[config.mk]
export PLATFORM = sky130hd
export DESIGN_NAME = hazard_unit
export DESIGN_NICKNAME = d
export VERILOG_FILES = /design/src/rtl/hazard_pkg.sv /design/src/rtl/md_busy_tracker.sv /design/src/rtl/hazard_unit.sv
export SDC_FILE = /design/constraint.sdc
export NUM_CORES = 1
export LEC_CHECK = 0
export CAP_MARGIN = 10
export CORE_MARGIN = 10
export CORE_UTILIZATION = 36
export CTS_BUF_LIST = sky130_fd_sc_hd__clkbuf_2 sky130_fd_sc_hd__clkbuf_4 sky130_fd_sc_hd__clkbuf_8
export DETAILED_ROUTE_END_ITERATION = 6
export PLACE_DENSITY = 0.79
export SYNTH_ARGS = -nofsm -noshare
export SYNTH_HDL_FRONTEND = slang
export SYNTH_SLANG_ARGS = --single-unit
[constraint.sdc]
create_clock -name clk -period 2.9 [get_ports clk]
set_input_delay 0.87 -clock clk [delete_from_list [all_inputs] [get_ports clk]]
set_output_delay 0.87 -clock clk [all_outputs]
set_load 0.005 [all_outputs]
[src/rtl/hazard_pkg.sv]
// Shared types and constants for the pipeline hazard resolver.
package hazard_pkg;

  typedef enum logic [1:0] {
    FWD_RF  = 2'b00,
    FWD_WB  = 2'b01,
    FWD_MEM = 2'b10
  } fwd_sel_t;

  localparam logic [4:0] REG_ZERO = 5'd0;

  function automatic int unsigned max_u(input int unsigned a, input int unsigned b);
    return (a > b) ? a : b;
  endfunction

endpackage

[src/rtl/md_busy_tracker.sv]
// Tracks occupancy of the iterative multiply/divide unit with a load/decrement counter.
module md_busy_tracker
  import hazard_pkg::*;
#(
  parameter int unsigned MULT_CYCLES = 4,
  parameter int unsigned DIV_CYCLES  = 32
) (
  input  logic clk,
  input  logic reset,
  input  logic mdstartE,
  input  logic mddivE,
  output logic mdbusy
);

  localparam int unsigned MaxCycles = max_u(MULT_CYCLES, DIV_CYCLES);
  localparam int unsigned CntW      = $clog2(MaxCycles + 1);

  logic [CntW-1:0] r_cnt;
  logic [CntW-1:0] w_cnt_d;

  // A start while the counter is running is dropped; correct stalling never produces one.
  always_comb begin
    w_cnt_d = r_cnt;
    if (mdstartE && (r_cnt == '0)) begin
      w_cnt_d = mddivE ? CntW'(DIV_CYCLES) : CntW'(MULT_CYCLES);
    end else if (r_cnt != '0) begin
      w_cnt_d = r_cnt - CntW'(1);
    end
  end

  always_ff @(posedge clk or posedge reset) begin
    if (reset) begin
      r_cnt <= '0;
    end else begin
      r_cnt <= w_cnt_d;
    end
  end

  assign mdbusy = (r_cnt != '0);

`ifndef SYNTHESIS
  a_no_start_while_busy: assert property (@(posedge clk) disable iff (reset)
    !(mdstartE && mdbusy));
`endif

endmodule

[src/rtl/hazard_unit.sv]
// Stall, flush and forwarding control for the 5-stage MIPS pipeline.
// Optional stall performance counter enabled by HAZARD_STALL_PERF_EN.
module hazard_unit
  import hazard_pkg::*;
#(
  parameter int unsigned MULT_CYCLES = 4,
  parameter int unsigned DIV_CYCLES  = 32,
  parameter int unsigned PERF_W      = 32
) (
  input  logic              clk,
  input  logic              reset,
  input  logic [4:0]        rsD,
  input  logic [4:0]        rtD,
  input  logic [4:0]        rsE,
  input  logic [4:0]        rtE,
  input  logic [4:0]        writeregE,
  input  logic [4:0]        writeregM,
  input  logic [4:0]        writeregW,
  input  logic              regwriteE,
  input  logic              regwriteM,
  input  logic              regwriteW,
  input  logic              memtoregE,
  input  logic              memtoregM,
  input  logic              branchD,
  input  logic              bneD,
  input  logic              mdstartD,
  input  logic              mdstartE,
  input  logic              mddivE,
  input  logic              mfhiloD,
  output logic              stallF,
  output logic              stallD,
  output logic              flushE,
  output logic              forwardAD,
  output logic              forwardBD,
  output logic [1:0]        forwardAE,
  output logic [1:0]        forwardBE,
  output logic              mdbusy,
  output logic [PERF_W-1:0] stall_count
);

  fwd_sel_t w_fwd_ae;
  fwd_sel_t w_fwd_be;
  logic     w_lwstall;
  logic     w_branchstall;
  logic     w_mdstall;
  logic     w_stall;
  logic     w_mdbusy;

  // M-stage result is newer than W, so it takes priority.
  always_comb begin
    w_fwd_ae = FWD_RF;
    if ((rsE != REG_ZERO) && regwriteM && (rsE == writeregM)) begin
      w_fwd_ae = FWD_MEM;
    end else if ((rsE != REG_ZERO) && regwriteW && (rsE == writeregW)) begin
      w_fwd_ae = FWD_WB;
    end
  end

  always_comb begin
    w_fwd_be = FWD_RF;
    if ((rtE != REG_ZERO) && regwriteM && (rtE == writeregM)) begin
      w_fwd_be = FWD_MEM;
    end else if ((rtE != REG_ZERO) && regwriteW && (rtE == writeregW)) begin
      w_fwd_be = FWD_WB;
    end
  end

  assign forwardAE = w_fwd_ae;
  assign forwardBE = w_fwd_be;
  assign forwardAD = (rsD != REG_ZERO) && regwriteM && (rsD == writeregM);
  assign forwardBD = (rtD != REG_ZERO) && regwriteM && (rtD == writeregM);

  md_busy_tracker #(
    .MULT_CYCLES (MULT_CYCLES),
    .DIV_CYCLES  (DIV_CYCLES)
  ) u_md_busy (
    .clk      (clk),
    .reset    (reset),
    .mdstartE (mdstartE),
    .mddivE   (mddivE),
    .mdbusy   (w_mdbusy)
  );

  assign w_lwstall     = memtoregE && ((rtE == rsD) || (rtE == rtD));
  assign w_branchstall = (branchD || bneD) &&
                         ((regwriteE && ((writeregE == rsD) || (writeregE == rtD))) ||
                          (memtoregM && ((writeregM == rsD) || (writeregM == rtD))));
  // The mdstartE term covers the start cycle, before the counter has loaded.
  assign w_mdstall     = (mfhiloD || mdstartD) && (w_mdbusy || mdstartE);
  assign w_stall       = w_lwstall || w_branchstall || w_mdstall;

  assign stallF = w_stall;
  assign stallD = w_stall;
  assign flushE = w_stall;
  assign mdbusy = w_mdbusy;

`ifdef HAZARD_STALL_PERF_EN
  logic [PERF_W-1:0] r_stall_count;

  always_ff @(posedge clk or posedge reset) begin
    if (reset) begin
      r_stall_count <= '0;
    end else if (w_stall && (r_stall_count != {PERF_W{1'b1}})) begin
      r_stall_count <= r_stall_count + PERF_W'(1);
    end
  end

  assign stall_count = r_stall_count;
`else
  assign stall_count = '0;
`endif

endmodule

* Word-level counts from Yosys, hierarchy flattened
Index checks and enable logic that the tools add are counted. Widths: inputs -> output; s select.
Word-level totals: flip-flop bits (word level) 6, input port bits 48
Operators by class: $add $sub $neg 1, eq/ne operators 12, multiplexer cells 7, reduce and logical (&&, ||, !) cells 34
Operators by type and width (count):
- $eq 5x5->1 | 12
- $reduce_bool 5->1 | 4
- $logic_and 1x1->1 | 18
- $mux 6 | 3
- $logic_or 1x1->1 | 9
- $logic_not 6->1 | 1
- $reduce_bool 6->1 | 1
- $sub 6x1->6 const B | 1
- $mux 2 | 2
- $mux 1 | 2
- $reduce_bool 2->1 | 1

* Logic depth before layout (Yosys ltp)
word-level depth 7, mapped depth 8, depth with buffers taken out 7

* By module
A second synthesis with hierarchy kept.
Second synthesis, totals: cell total of the unflattened synthesis 157, area total of the unflattened synthesis 1311.3 sq um
Modules (own cells, without submodules):
- hazard_unit | instances 1, cells an instance 126, area each 965.9 sq um, sequential area each 0.0 sq um
- md_busy_tracker | instances 1, cells an instance 31, area each 345.3 sq um, sequential area each 150.1 sq um

* Worst setup path before layout
OpenSTA, ideal clock, no wires.
path type in2out, start input rtE[2], end output forwardBE[0], data arrival time 1.975 ns, path slack 0.055 ns, stages 5, buffers on the path 1, cell sequence buf_2 -> or4_4 -> nor2_4 -> nor4_2 -> nor4_2
On the way: word-level cells in the longest chain between the ends 5, elaborated cells between the ends (all ways) 9, those cells by class eq/ne: 2; mux: 2; reduce/logical: 5
Ends and longest elaborated chain:
- from (decl) | RTL line hazard_unit.sv:15 | input logic [4:0] rtE,
- $reduce_bool 5->1 | RTL line hazard_unit.sv:61, hazard_unit.sv:63
- $logic_and 1x1->1 (2 in a row) | RTL line hazard_unit.sv:63 | end else if ((rtE != REG_ZERO) && regwriteW && (rtE == writeregW)) begin
- $mux 1 | RTL line hazard_unit.sv:63
- $mux 2 (*) | RTL line hazard_unit.sv:61 | if ((rtE != REG_ZERO) && regwriteM && (rtE == writeregM)) begin
- to (decl) | RTL line hazard_unit.sv:36 | output logic [1:0] forwardBE,
Every way passes the cells marked *; elsewhere a longest branch is shown, timed or not.

* Worst setup path in the final report
Same ends and word-level chain as after synthesis.

==> flow_summary.toml <==
[sta]
rsz0062_at_grt = "yes"
fin_ws_ps = -184
max_freq_mhz = 324
skew_ps = 12.9
fin_crit_ps = 3080
hold-worst-slack_ps = 487
setup_viol = 4
drv_slew = 0
fin_crit_sh = 1.06
hold_viol_final = 0

[global_route]
grt_overflow_total = 0
grt_pass1_wl_microns = 6980
grt_pass1_vias = 1450
antenna_found_initial = 0
gr-usage-all-layers = 0.135
grt_max_degree = 7

[cts]
htreeDepth = 1
cts_buffers = 3
cts.sinks = 6
clk_pin_slew_ps = 60
clk_root_buffer_cell = "clkbuf_4"
cts_tree = "built"
holdBufCountCts = 0
clk_latency_ps = 260
clock_path_buffers = 2

[layout]
final_nets = 303
largest_register = "u_md_busy.r_cnt"
finish.instance_area_sq_um = 2040
drive_gt1_frac = 0.406
area_delta_synth_final_pct = 59.1
reg_top3 = "u_md_busy.r_cnt (6)"
largest_reg_flops = 6
insertedDiodeCount = 0
multi_input_area_sq_um = 1060
final_cells = 297
fillers = 292
seq_area_sq_um = 150

[placement]
dp_hpwl_microns = 3980
numPortBuffers = 57
dp_cells = 289
placed_cell_area_sq_um = 2000
place_congestion = 0.870
dp_slack_ps = -895

[run_status]
violations = "setup timing"
status = "complete, but fails checks"

[detailed_routing]
via_per_inst = 4.55
ant_nets = 0
drt-initial-drc-count = 30
drc = 0
via_count = 1350
firstDrtPassIters = 4
wl_per_cell_microns = 15.9
wl_microns = 4730

[pwr]
p_int_uw = 366
power_leakage_uw = 0.000969
vdd_drop_max_uv = 397
fin_total_pwr_uw = 619
p_comb_frac = 0.604
switching_share = 0.410
clkPwrFrac = 0.133
power_frac_seq = 0.263
p_switching_uw = 254
p_per_area_nw_per_um2 = 303

[setup_path]
worst_ep_arrival_time_ps = 2210
crit_fanout = 2
startpoint_type = "primary input"
endpoint_kind = "output port"
crit_type = "in -> out"
crit_required_ps = 2030

[yosys]
yosysSeqAreaShare = 0.117
netlist_area_sq_um = 1280
postSynthAreaPerCell_sq_um = 7.97
syn_inst = 161
yosysWarnings = 0
ys_ff_latch = 6
ys_types = 30

[min_path]
hp-class = "reg -> reg"

[floorplanning]
die_w_microns = 79.7
fp.dieH_microns = 79.7
io_pins = 90
coreArea_sq_um = 3390
start_util = 0.378
num_rows = 21
die_area_sq_um = 6350

[run]
drv_cap = 0
-- cells in the final DEF, fill, tap and decap left out, types with 2 or more instances in the layout --
cell	synthesis	routed
buf_4	34	36
conb_1	1	32
xnor2_1	30	24
buf_2	4	24
xor2_1	22	20
dlygate4sd2_1	0	10
clkdlybuf4s50_1	0	10
buf_6	1	9
nand3_1	7	7
clkbuf_2	0	7
xnor2_2	0	6
nand4_1	6	6
dfrtp_1	6	6
nor2_1	6	5
nand2_1	5	5
nor4_1	6	4
inv_1	3	3
or3_1	4	3
nor4_2	2	3
o311a_1	3	3
clkbuf_4	0	3
nor3_1	4	2
o21ai_1	2	2
or4_4	1	2
nor2_4	1	2
xor2_2	0	2
ha_1	2	2
-- cell type report --
class	count	share of cell area
Inverter	4	0.00736
Sequential cell	6	0.0736
Timing Repair Buffer	98	0.361
Multi-Input combinational cell	140	0.519
Tap cell	46	0.0282
Clock buffer	3	0.0110
-- per-stage QoR --
| step | TNS, ps | utilization |
|---|---|---|
| final | -384 | 0.602 |
| after CTS | -401 | 0.609 |
| after floorplan | 0 | - |
| after detailed placement | -7290 | 0.590 |
| after global routing | -452 | 0.602 |
| after global placement | -7110 | 0.590 |
-- metal layers --
metal  GRT usage  vias to the layer above  part of all wire
met1       0.154                      626              0.38
met5           0                        -                 0
met2       0.241                       56              0.52
met4      0.0287                        0             0.015
li1            -                      660                 -
met3      0.0394                        8             0.083
-- synthesized netlist by cell type, drive strengths merged --
| master | instances | area share |
|---|---|---|
| o311a | 3 | 0.023 |
| xnor2 | 30 | 0.20 |
| conb | 1 | 0.0029 |
| clkbuf | 3 | 0.0088 |
| nand4 | 6 | 0.029 |
| o21ai | 3 | 0.012 |
| nor4 | 8 | 0.049 |
| o221ai | 1 | 0.0068 |
| or3 | 4 | 0.020 |
| a21oi | 1 | 0.0039 |
| dfrtp | 6 | 0.12 |
| ha | 2 | 0.020 |
| or4 | 2 | 0.015 |
| nand2 | 5 | 0.015 |
| nand3 | 7 | 0.027 |
| and3b | 1 | 0.0068 |
| o22ai | 1 | 0.0049 |
| xor2 | 22 | 0.15 |
| nor3 | 4 | 0.016 |
| nor2 | 7 | 0.026 |
| inv | 4 | 0.012 |
| buf | 39 | 0.22 |
| o211a | 1 | 0.0078 |
-- worst max-delay path, stage by stage --
cell and delay (ps):
buf_6 90, or4_4 540, nor2_4 100, nor4_2 50
buf_4 140, nor4_4 260, buf_2 150
-- path summary, 6_finish.rpt --
kind	from	end	slack, ps	cells after the start
hold / removal	u_md_busy.r_cnt[0]	u_md_busy.r_cnt[0]	490	1
setup reg to reg	u_md_busy.r_cnt[0]	u_md_busy.r_cnt[3]	1290	6
max in group asynchronous	reset	u_md_busy.r_cnt[2]	1870	2
setup / recovery	rtE[2]	forwardBE[0]	-180	7
min in group asynchronous	reset	u_md_busy.r_cnt[0]	830	2
hold reg to reg	u_md_busy.r_cnt[0]	u_md_busy.r_cnt[0]	490	1
-- kinds of logic after synthesis --
group / share of synthesized area
AND/OR/NAND/NOR: 0.203
AO/OA/AOI/OAI: 0.0585
XOR/XNOR: 0.355
buffers and inverters: 0.244
adder cells (fa/ha/maj): 0.0195
other: 0.00292
flip-flops: 0.117
-- timing repair --
item,4_1_cts,5_1_grt
endpoints found under the setup margin,9,9
setup buffers,4,2
pin swaps,24,22
resized for setup,149,32
-- power by group through the flow --
stage | combinational [uW] | sequential (uW) | clock, uW
2_1_floorplan | 235 | 155 | 0
3_3_place_gp | 361 | 159 | 0
3_5_place_dp | 371 | 164 | 0
4_1_cts | 368 | 162 | 85.2
5_1_grt | 416 | 168 | 92.5
6_report | 374 | 163 | 82.5
Power figures use the tool's default switching activity.
